### config.mk
export PLATFORM = sky130hd
export DESIGN_NAME = countdown_timer_flat
export DESIGN_NICKNAME = d
export VERILOG_FILES = /design/src/rtl/timer_pkg.sv /design/src/rtl/countdown_timer_if.sv /design/src/rtl/bcd_digit_down.sv /design/src/rtl/countdown_timer.sv /design/src/flat_wrapper.sv
export SDC_FILE = /design/constraint.sdc
export NUM_CORES = 1
export LEC_CHECK = 0
export ABC_AREA = 1
export BUFFER_PORTS_ARGS = -buffer_cell sky130_fd_sc_hd__buf_2
export CORE_MARGIN = 4
export CORE_UTILIZATION = 30
export CTS_CLUSTER_DIAMETER = 150
export CTS_CLUSTER_SIZE = 40
export DETAILED_ROUTE_END_ITERATION = 8
export GPL_TIMING_DRIVEN = 0
export PLACE_DENSITY = 0.58
export SYNTH_ARGS = -nofsm -noshare
export SYNTH_HDL_FRONTEND = slang
export SYNTH_SLANG_ARGS = --single-unit
export TNS_END_PERCENT = 5
### constraint.sdc
create_clock -name clk -period 3.4 [get_ports clk]
set_clock_uncertainty 0.05 [all_clocks]
set_input_delay 0.17 -clock clk [delete_from_list [all_inputs] [get_ports clk]]
set_output_delay 0.17 -clock clk [all_outputs]
set_load 0.02 [all_outputs]
### src/rtl/timer_pkg.sv
// Shared types and constants for the MM:SS countdown timer.
package timer_pkg;

    typedef enum logic [1:0] {
        IDLE  = 2'd0,
        RUN   = 2'd1,
        PAUSE = 2'd2,
        DONE  = 2'd3
    } state_t;

    localparam logic [3:0] SEC_TENS_MAX          = 4'd5;
    localparam logic [3:0] DIGIT_MAX             = 4'd9;
    localparam int         DEFAULT_TICKS_PER_SEC = 100;

    // Per-digit saturation so an out-of-range preset becomes legal BCD time.
    function automatic logic [15:0] clamp_preset(input logic [15:0] p);
        logic [15:0] c;
        c[15:12] = (p[15:12] > DIGIT_MAX)    ? DIGIT_MAX    : p[15:12];
        c[11:8]  = (p[11:8]  > DIGIT_MAX)    ? DIGIT_MAX    : p[11:8];
        c[7:4]   = (p[7:4]   > SEC_TENS_MAX) ? SEC_TENS_MAX : p[7:4];
        c[3:0]   = (p[3:0]   > DIGIT_MAX)    ? DIGIT_MAX    : p[3:0];
        return c;
    endfunction

endpackage

### src/rtl/countdown_timer_if.sv
// Control and display bundle between the timer and its controller/display.
interface countdown_timer_if;
    logic        tick;
    logic        load;
    logic [15:0] preset;
    logic        start;
    logic        pause;
    logic        clear;
    logic [15:0] time_bcd;
    logic        running;
    logic        done;
    logic        alarm;

    modport master (
        output tick, load, preset, start, pause, clear,
        input  time_bcd, running, done, alarm
    );

    modport slave (
        input  tick, load, preset, start, pause, clear,
        output time_bcd, running, done, alarm
    );
endinterface

### src/rtl/bcd_digit_down.sv
// One BCD digit of the down-counting chain; wraps 0 -> MAX and borrows.
module bcd_digit_down #(
    parameter logic [3:0] MAX = 4'd9
) (
    input  logic [3:0] i_digit,
    input  logic       i_dec,
    output logic [3:0] o_next,
    output logic       o_borrow
);
    assign o_borrow = i_dec && (i_digit == 4'd0);
    assign o_next   = !i_dec             ? i_digit :
                      (i_digit == 4'd0)  ? MAX     :
                                           (i_digit - 4'd1);
endmodule

### src/rtl/countdown_timer.sv
// MM:SS BCD countdown timer: tick prescaler, control FSM and borrow chain.
module countdown_timer
    import timer_pkg::*;
#(
    parameter int TICKS_PER_SEC = DEFAULT_TICKS_PER_SEC
) (
    input  logic                clk,
    input  logic                rst,
    countdown_timer_if.slave    bus
);
    localparam logic [9:0] PRESC_LAST = 10'(TICKS_PER_SEC - 1);

    state_t      r_state;
    logic [9:0]  r_presc;
    logic [15:0] r_time;
    logic        r_running;
    logic        r_done;
    logic        r_alarm;

    state_t      w_state_nx;
    logic [9:0]  w_presc_nx;
    logic [15:0] w_time_nx;
    logic        w_done_nx;
    logic        w_dec_en;
    logic [15:0] w_dec_time;
    logic [3:0]  w_borrow;
    logic [15:0] w_clamped;

    assign w_clamped = clamp_preset(bus.preset);

    // A second elapses only on the last prescaler tick in RUN with no overriding control.
    assign w_dec_en = (r_state == RUN) && !bus.clear && !bus.pause && bus.tick &&
                      (r_presc == PRESC_LAST) && (r_time != 16'h0000);

    bcd_digit_down #(.MAX(DIGIT_MAX)) u_sec_ones (
        .i_digit(r_time[3:0]),   .i_dec(w_dec_en),
        .o_next(w_dec_time[3:0]),   .o_borrow(w_borrow[0])
    );
    bcd_digit_down #(.MAX(SEC_TENS_MAX)) u_sec_tens (
        .i_digit(r_time[7:4]),   .i_dec(w_borrow[0]),
        .o_next(w_dec_time[7:4]),   .o_borrow(w_borrow[1])
    );
    bcd_digit_down #(.MAX(DIGIT_MAX)) u_min_ones (
        .i_digit(r_time[11:8]),  .i_dec(w_borrow[1]),
        .o_next(w_dec_time[11:8]),  .o_borrow(w_borrow[2])
    );
    bcd_digit_down #(.MAX(DIGIT_MAX)) u_min_tens (
        .i_digit(r_time[15:12]), .i_dec(w_borrow[2]),
        .o_next(w_dec_time[15:12]), .o_borrow(w_borrow[3])
    );

    // Next-state, next-time and prescaler decisions with clear > load > start > pause.
    always_comb begin
        w_state_nx = r_state;
        w_time_nx  = r_time;
        w_presc_nx = r_presc;
        w_done_nx  = 1'b0;
        if (bus.clear) begin
            w_state_nx = IDLE;
            w_time_nx  = 16'h0000;
            w_presc_nx = 10'd0;
        end else begin
            case (r_state)
                IDLE: begin
                    if (bus.load) begin
                        w_time_nx = w_clamped;
                    end else if (bus.start && (r_time != 16'h0000)) begin
                        w_state_nx = RUN;
                        w_presc_nx = 10'd0;
                    end else begin
                        w_state_nx = IDLE;
                    end
                end
                RUN: begin
                    if (bus.pause) begin
                        w_state_nx = PAUSE;
                    end else if (bus.tick) begin
                        if (r_presc == PRESC_LAST) begin
                            w_presc_nx = 10'd0;
                            w_time_nx  = w_dec_time;
                            if (w_dec_time == 16'h0000) begin
                                w_state_nx = DONE;
                                w_done_nx  = 1'b1;
                            end else begin
                                w_state_nx = RUN;
                            end
                        end else begin
                            w_presc_nx = r_presc + 10'd1;
                        end
                    end else begin
                        w_state_nx = RUN;
                    end
                end
                PAUSE: begin
                    if (bus.start) begin
                        w_state_nx = RUN;
                    end else begin
                        w_state_nx = PAUSE;
                    end
                end
                DONE: begin
                    if (bus.load) begin
                        w_state_nx = IDLE;
                        w_time_nx  = w_clamped;
                    end else begin
                        w_state_nx = DONE;
                    end
                end
                default: begin
                    w_state_nx = IDLE;
                    w_time_nx  = 16'h0000;
                    w_presc_nx = 10'd0;
                end
            endcase
        end
    end

    // State, time, prescaler and registered status outputs.
    always_ff @(posedge clk) begin
        if (rst) begin
            r_state   <= IDLE;
            r_time    <= 16'h0000;
            r_presc   <= 10'd0;
            r_running <= 1'b0;
            r_done    <= 1'b0;
            r_alarm   <= 1'b0;
        end else begin
            r_state   <= w_state_nx;
            r_time    <= w_time_nx;
            r_presc   <= w_presc_nx;
            r_running <= (w_state_nx == RUN);
            r_done    <= w_done_nx;
            r_alarm   <= (w_state_nx == DONE);
        end
    end

    assign bus.time_bcd = r_time;
    assign bus.running  = r_running;
    assign bus.done     = r_done;
    assign bus.alarm    = r_alarm;

endmodule

### src/flat_wrapper.sv
// flat-port wrapper written by rule: the top's interface ports become plain ports
module countdown_timer_flat import timer_pkg::*;
#(
    parameter int TICKS_PER_SEC = DEFAULT_TICKS_PER_SEC
)
  (clk, rst, bus_tick, bus_load, bus_preset, bus_start, bus_pause, bus_clear, bus_time_bcd, bus_running, bus_done, bus_alarm);
  countdown_timer_if bus_i ();
  input  logic clk;
  input  logic rst;
  input wire logic [$bits(bus_i.tick)-1:0] bus_tick;
  input wire logic [$bits(bus_i.load)-1:0] bus_load;
  input wire logic [$bits(bus_i.preset)-1:0] bus_preset;
  input wire logic [$bits(bus_i.start)-1:0] bus_start;
  input wire logic [$bits(bus_i.pause)-1:0] bus_pause;
  input wire logic [$bits(bus_i.clear)-1:0] bus_clear;
  output wire logic [$bits(bus_i.time_bcd)-1:0] bus_time_bcd;
  output wire logic [$bits(bus_i.running)-1:0] bus_running;
  output wire logic [$bits(bus_i.done)-1:0] bus_done;
  output wire logic [$bits(bus_i.alarm)-1:0] bus_alarm;
  assign bus_i.tick = bus_tick;
  assign bus_i.load = bus_load;
  assign bus_i.preset = bus_preset;
  assign bus_i.start = bus_start;
  assign bus_i.pause = bus_pause;
  assign bus_i.clear = bus_clear;
  assign bus_time_bcd = bus_i.time_bcd;
  assign bus_running = bus_i.running;
  assign bus_done = bus_i.done;
  assign bus_alarm = bus_i.alarm;
  countdown_timer #(.TICKS_PER_SEC(TICKS_PER_SEC)) u_core (.clk(clk), .rst(rst), .bus(bus_i));
endmodule
### Word level (Yosys, flattened, before mapping)

Index checks and enable logic that the tools add are counted.

| cells by class | value |
|---|---|
| order comparisons | 4 |
| bitwise operators | 3 |
| equality and inequality tests | 12 |
| $add $sub $neg | 5 |
| reduce and logical (&&, ||, !) cells | 25 |
| multiplexer cells | 34 |

Operators by type and width:

| operator | count |
|---|---|
| 16-bit two-way mux | 4 |
| 10-bit two-way mux | 5 |
| 4-bit two-way mux | 12 |
| 16-bit one-hot mux with 2 select lines | 1 |
| 10-bit one-hot mux with 2 select lines | 1 |
| 16-bit logical NOT | 1 |
| 4-bit logical NOT | 4 |
| 2-bit two-way mux | 8 |
| 16-bit nonzero test | 1 |
| 4-bit by 1-bit subtractor with 4-bit output (second input constant) | 4 |
| 4-bit > comparator (second input constant) | 3 |
| 10-bit by 1-bit adder with 10-bit output (second input constant) | 1 |
| 10-bit by 7-bit equality test with 1-bit output (second input constant) | 1 |
| 5-bit AND reduction | 2 |
| 1-bit logical AND | 9 |
| 2-bit inequality test (second input constant) | 4 |
| 2-bit one-hot mux with 4 select lines | 1 |
| 2-bit equality test (second input constant) | 3 |
| 6-bit OR reduction | 1 |
| 2-bit by 1-bit equality test with 1-bit output (second input constant) | 2 |
| 4-bit by 3-bit > comparator with 1-bit output (second input constant) | 1 |
| 2-bit by 1-bit inequality test with 1-bit output (second input constant) | 2 |
| 2-bit nonzero test | 2 |
| 2-bit OR reduction | 2 |
| 4 further kinds | 8 |

| word-level totals | value |
|---|---|
| bits of input ports | 23 |
| register bits | 31 |

### Longest topological paths before layout

| logic depth | value |
|---|---|
| depth after elaboration | 18 |
| gate-level depth with buffers | 19 |

### Cells and area by module

A second synthesis with hierarchy kept.

| second synthesis, totals | value |
|---|---|
| cell total of the unflattened synthesis | 350 |
| area, all modules | 2,277.2 sq um |

By module, submodules not included:

| module | cells an instance | area an instance (sq um) | instances | seq. area each (sq um) |
|---|---|---|---|---|
| countdown_timer | 283 | 1,935.6 | 1 | 620.6 |
| bcd_digit_down (u_core.u_min_ones ...) | 17 | 87.6 | 3 | 0.0 |
| bcd_digit_down (u_core.u_sec_tens) | 16 | 78.8 | 1 | 0.0 |

### Least setup slack after synthesis

OpenSTA, ideal clock, no wires.

| timing path | value |
|---|---|
| kind | flip-flop to flip-flop |
| start point | reg u_core.r_state[1] |
| end point | reg u_core.r_time[10] (netlist: u_core.bus.time_bcd[10]) |
| setup slack | 1.199 ns |
| data required time | 3.255 ns |
| arrival time | 2.055 ns |
| period minus slack after synthesis | 2.201 ns |
| cell stages (with the launch flop) | 11 |
| path through | dfxtp_1 > inv_1 > ha_1 > buf_2 > inv_2 > a21oi_1 > inv_1 > nor4_4 > inv_2 > buf_2 > a221oi_1 |

| on the way | value |
|---|---|
| word-level cells in the longest chain between the ends | 13 |
| elaborated cells between the ends (all ways) | 22 |
| classes of those cells | eq/ne (6); mux (5); reduce/logical (11) |

RTL lines:

| item | RTL line | RTL |
|---|---|---|
| from (decl) | countdown_timer.sv:13 | `state_t r_state;` |
| from (signal assigned) | countdown_timer.sv:128 | `r_state <= w_state_nx;` |
| 2-bit by 1-bit equality test with 1-bit output | countdown_timer.sv:32, countdown_timer.sv:63 |  |
| 1-bit logical AND (4 in a row) | countdown_timer.sv:32 | `assign w_dec_en = (r_state == RUN) && !bus.clear && !bus.pause && bus.tick &&` |
| 1-bit logical AND | countdown_timer.sv:33 | `(r_presc == PRESC_LAST) && (r_time != 16'h0000);` |
| 1-bit logical AND (2 in a row) | bcd_digit_down.sv:10 | `assign o_borrow = i_dec && (i_digit == 4'd0);` |
| 4-bit two-way mux | bcd_digit_down.sv:11 | `assign o_next = !i_dec ? i_digit :` |
| 16-bit two-way mux | countdown_timer.sv:78 | `if (r_presc == PRESC_LAST) begin` |
| 16-bit two-way mux | countdown_timer.sv:77 | `end else if (bus.tick) begin` |
| 16-bit two-way mux | countdown_timer.sv:75 | `if (bus.pause) begin` |
| 16-bit one-hot mux with 2 select lines | countdown_timer.sv:63 | `case (r_state)` |
| to (signal assigned) | countdown_timer.sv:129 | `r_time <= w_time_nx;` |
| to (decl) | countdown_timer.sv:15 | `logic [15:0] r_time;` |

Several ways; a longest one is shown, not always the timed one. The select of a mux whose other input is x is not followed.
A chain may end at the register's enable or synchronous reset.

### Worst setup path in the final report

| timing path | value |
|---|---|
| start point | reg u_core.r_state[1] |
| end point | reg u_core.r_time[5] (netlist: u_core.bus.time_bcd[5]) |

| on the way | value |
|---|---|
| word-level cells in the longest chain between the ends | 12 |
| elaborated cells between the ends (all ways) | 21 |
| classes of those cells | eq/ne (6); mux (5); reduce/logical (10) |

RTL lines:

| item | RTL line |
|---|---|
| 2-bit by 1-bit equality test with 1-bit output | countdown_timer.sv:32, countdown_timer.sv:63 |
| 1-bit logical AND (4 in a row) | countdown_timer.sv:32 |
| 1-bit logical AND | countdown_timer.sv:33 |
| 1-bit logical AND | bcd_digit_down.sv:10 |
| 4-bit two-way mux | bcd_digit_down.sv:11 |
| 16-bit two-way mux | countdown_timer.sv:78 |
| 16-bit two-way mux | countdown_timer.sv:77 |
| 16-bit two-way mux | countdown_timer.sv:75 |
| 16-bit one-hot mux with 2 select lines | countdown_timer.sv:63 |

Several ways; a longest one is shown, not always the timed one. The select of a mux whose other input is x is not followed.

==> reports/results.md <==
| Group | Parameter | This run |
|---|---|---|
| outcome | Run status | finished clean |
| floorplan | Ports placed on the boundary | 42 |
| floorplan | Placeable core region | 7330 um2 |
| layout | Area delta synth->final | 18.8% |
| route | Number of detailed-route iterations in the first pass | 4 |
| pwr | Leakage | 1.23 nW |
| timing | Final worst-path setup slack | 0.526 ns |
| clock network | CTS Root Buffer Type | sky130_fd_sc_hd__clkbuf_8 |
| timing | Max Transition Viols Final | 0 |
| grt | GR met1 Demand/Resource | 19.5% |
| synthesis | Cell type contributing the most total cell area after synthesis | sky130_fd_sc_hd__dfxtp_1 |
| layout | Final layout net count | 424 |
| timing | Unrepaired setup endpoints after global routing | no |
| timing | Post-Route Setup TNS | 0 ns |
| setup path | Req. time, crit path | 3.54 ns |
| min path | Hold Path Stages | 2 |
| pwr | Total power consumption of the routed design | 1.05 mW |
| synthesis | Avg Inst Size Synth | 6.58 um2 |
| grt | Gr busiest metal | met2 |
| place | Number of placed cells counting well taps | 486 |
| synthesis | Yosys warning total | 0 |
| min path | Path class of the lowest-slack min-delay path | in2reg |
| synthesis | Leading register cell type out of synthesis | sky130_fd_sc_hd__dfxtp_1 |
| clock network | Clock transition at the registers of the reported paths | 0.07 ns |
| clock network | Count of buffers added by post-CTS timing repair for setup | 0 |
| floorplan | Number of placement rows | 31 |
| layout | Most common library cell in the layout ignoring fill and taps | sky130_fd_sc_hd__nand2_1 |
| timing | Maximum achievable frequency | 348 MHz |
| run | Max-cap viol count | 0 |
| place | Port Buf Inserts | 41 |
| synthesis | Total of flip-flops plus latches after synthesis | 31 |
| layout | Share of final-layout standard cells stronger than drive strength 1 | 23.3% |
| place | HPWL after detailed placement | 4.73 mm |
| synthesis | EDFF count, synth | 0 |
| clock network | Cts hold-fix bufs | 0 |
| synthesis | Synth Instances | 346 |
| timing | Final number of hold-violating endpoints | 0 |
| setup path | Worst setup path class | reg2reg |
| route | Number of vias per cell after detailed routing | 4.75 |
| synthesis | Post-synth design cell area | 2280 um2 |
| floorplan | Vertical die dimension | 95.1 um |
| place | GPL Wtd Cong | 0.840 |
| timing | Count of final setup violators | 0 |
| clock network | Clock latency on the worst-skew pair | 0.28 ns |
| grt | Antenna violations before repair | 0 |
| clock network | Number of sinks handled by clock tree synthesis | 31 |
| layout | Number of inserted filler cells in the final layout | 806 |
| grt | GR Util met3 | 2.84% |
| clock network | Maximum root-to-sink buffer count | 2 |
| synthesis | Sequential cell area fraction in the yosys report | 27.3% |
| grt | GRT Resource Usage Total | 14.8% |
| synthesis | Distinct cell type count after synthesis | 39 |
| pwr | Power Dens Cells | 388 nW/um2 |
| timing | Slew Limit Headroom | 47.8% |
| grt | Congestion Overflow GR | 0 |
| grt | Global-route track usage on met2 | 24.1% |
| timing | Worst-Margin Slew | 0.781 ns |
| timing | Smallest hold slack | 0.0470 ns |
| setup path | Length in cells of the worst reg-to-reg path | 10 |
| layout | Most frequent cells in the layout | sky130_fd_sc_hd__nand2_1 (74), sky130_fd_sc_hd__buf_2 (44), sky130_fd_sc_hd__nor2_1 (39) |
| floorplan | Full die area | 9050 um2 |
| timing | Fin crit period | 2.87 ns |
| place | Setup Slack @ Placement | 0.549 ns |
| timing | Crit share post-route | 84.5% |
| pwr | Peak VDD IR | 0.150 mV |
| route | Vias after detailed routing | 2346 |
| grt | Vias in the first global route | 2305 |
| setup path | Maximum fanout encountered on the critical timing path | 10 |
| setup path | Kind of end point of the critical path | register |
| layout | Post-layout util | 36.9% |
| place | Placed instance area | 2610 um2 |
| route | Number of design-rule violations left by the first detailed-router iteration | 105 |
| clock network | Inserted Clock Buffers | 5 |
| clock network | Clock tree from TritonCTS | done |
| layout | Number of antenna diodes | 0 |
| synthesis | Main area contributors after synthesis | sky130_fd_sc_hd__dfxtp_1 (27%), sky130_fd_sc_hd__nand2_1 (12%), sky130_fd_sc_hd__nor2_1 (6.4%), sky130_fd_sc_hd__inv_1 (6.3%), sky130_fd_sc_hd__a21oi_1 (5.9%) |
| setup path | Endpoint arrival time on the critical path | 3.02 ns |
| grt | Largest net degree at the start of global routing | 11 |
| layout | Non-filler instance count after layout | 494 |
| synthesis | Area share of the largest cell type after synthesis | 27.3% |
| layout | Final cell area excluding filler cells | 2710 um2 |
| synthesis | Synthesized net count | 376 |
| route | Antenna-violating nets left | 0 |
| clock network | Number of gates given a new drive strength after cts | 0 |
| floorplan | Die outline width | 95.1 um |
| route | Remaining DRCs | 0 |
| floorplan | Initial cell density of the core | 31.1% |
| setup path | Nature of the critical path startpoint | register |
| grt | First-pass GRT wire length | 10.7 mm |
| clock network | H-Tree Level Count | 2 |
| route | Total wirelength of the detailed-routed design | 6.11 mm |
| route | Wire per inst | 12.4 um |
| synthesis | Async S/R FF share, synth | 0% |
-- metal layers --
| layer | part of all wire [%] | vias up | wire length [um] |
|---|---|---|---|
| met1 | 47 | 1039 | 2840 |
| met5 | 0 | - | 0 |
| met2 | 47 | 53 | 2890 |
| met4 | 1.5 | 0 | 90 |
| met3 | 4.6 | 9 | 282 |
| li1 | - | 1245 | - |
-- final timing paths --
path                                                      from                             endpoint  slack (ns)
worst min-delay path                                       rst         u_core.r_state[1]$_SDFF_PP0_        0.05
worst max register to register    u_core.r_state[1]$_SDFF_PP0_  u_core.bus.time_bcd[5]$_SDFFE_PP0P_        0.53
worst min register to register  u_core.r_presc[9]$_SDFFE_PP0P_       u_core.r_presc[9]$_SDFFE_PP0P_        0.40
worst max-delay path              u_core.r_state[1]$_SDFF_PP0_  u_core.bus.time_bcd[5]$_SDFFE_PP0P_        0.53
-- cells by family (layout without fill, tap and decap cells) --
group,count (synthesis),count (layout),synth area share (%)
compound gates,77,77,19.3
xor+xnor,3,3,1.15
fa+ha+maj,7,7,3.85
buf+inv,58,107,10.1
flops,31,31,27.3
simple gates,170,170,38.3
-- registers in the layout, indices dropped and copies added, names as in the netlist --
name                 count
u_core.bus.done          1
u_core.r_presc          10
u_core.bus.running       1
u_core.r_state           2
u_core.bus.alarm         1
u_core.bus.time_bcd     16
-- area by class of cell --
type                    count  area, um2  area share (%)
multi-input cells         257       1430            52.7
flip-flops and latches     31        621            22.9
repair buffers             41        205            7.58
inverters                  53        204            7.54
well taps                  99        124            4.58
clock buffers               8        100            3.70
plain buffers               5       26.3           0.971
-- worst max-delay path: stages (launching register included) --
cell	delay, ns
sky130_fd_sc_hd__dfxtp_1	0.41
sky130_fd_sc_hd__inv_1	0.11
sky130_fd_sc_hd__ha_1	0.28
sky130_fd_sc_hd__buf_2	0.25
sky130_fd_sc_hd__inv_2	0.17
sky130_fd_sc_hd__a21oi_1	0.17
sky130_fd_sc_hd__inv_1	0.08
sky130_fd_sc_hd__nor4_4	0.56
sky130_fd_sc_hd__inv_2	0.16
sky130_fd_sc_hd__buf_2	0.24
sky130_fd_sc_hd__a221oi_1	0.30
-- power by group --
| group | leakage [nW] | internal, mW | switching, mW | total [mW] |
|---|---|---|---|---|
| Sequential | 0.252 | 0.380 | 0.0217 | 0.401 |
| Clock | 0.0515 | 0.185 | 0.145 | 0.330 |
| Combinational | 0.922 | 0.103 | 0.215 | 0.318 |
| Total | 1.23 | 0.668 | 0.382 | 1.05 |
-- cell usage after synthesis, types with 2 or more instances --
| master | number |
|---|---|
| sky130_fd_sc_hd__nand3_2 | 4 |
| sky130_fd_sc_hd__nand4_1 | 6 |
| sky130_fd_sc_hd__nand4_2 | 2 |
| sky130_fd_sc_hd__nand2_4 | 2 |
| sky130_fd_sc_hd__nand3_1 | 15 |
| sky130_fd_sc_hd__xor2_1 | 3 |
| sky130_fd_sc_hd__nor3b_1 | 2 |
| sky130_fd_sc_hd__ha_1 | 7 |
| sky130_fd_sc_hd__nand2_1 | 74 |
| sky130_fd_sc_hd__o21ai_0 | 22 |
| sky130_fd_sc_hd__o21ai_1 | 6 |
| sky130_fd_sc_hd__o21a_1 | 2 |
| sky130_fd_sc_hd__o211ai_1 | 3 |
| sky130_fd_sc_hd__nor2_1 | 39 |
| sky130_fd_sc_hd__inv_2 | 10 |
| sky130_fd_sc_hd__a21oi_1 | 27 |
| sky130_fd_sc_hd__clkinv_1 | 4 |
| sky130_fd_sc_hd__inv_1 | 38 |
| sky130_fd_sc_hd__nor3_2 | 2 |
| sky130_fd_sc_hd__o21bai_1 | 2 |
| sky130_fd_sc_hd__a221oi_1 | 5 |
| sky130_fd_sc_hd__nor2_2 | 4 |
| sky130_fd_sc_hd__nor2_4 | 4 |
| sky130_fd_sc_hd__a31oi_1 | 7 |
| sky130_fd_sc_hd__buf_2 | 3 |
| sky130_fd_sc_hd__nor3_1 | 6 |
| sky130_fd_sc_hd__nand2_2 | 5 |
| sky130_fd_sc_hd__dfxtp_1 | 31 |
Note: power is estimated with default switching activity, not from simulation.
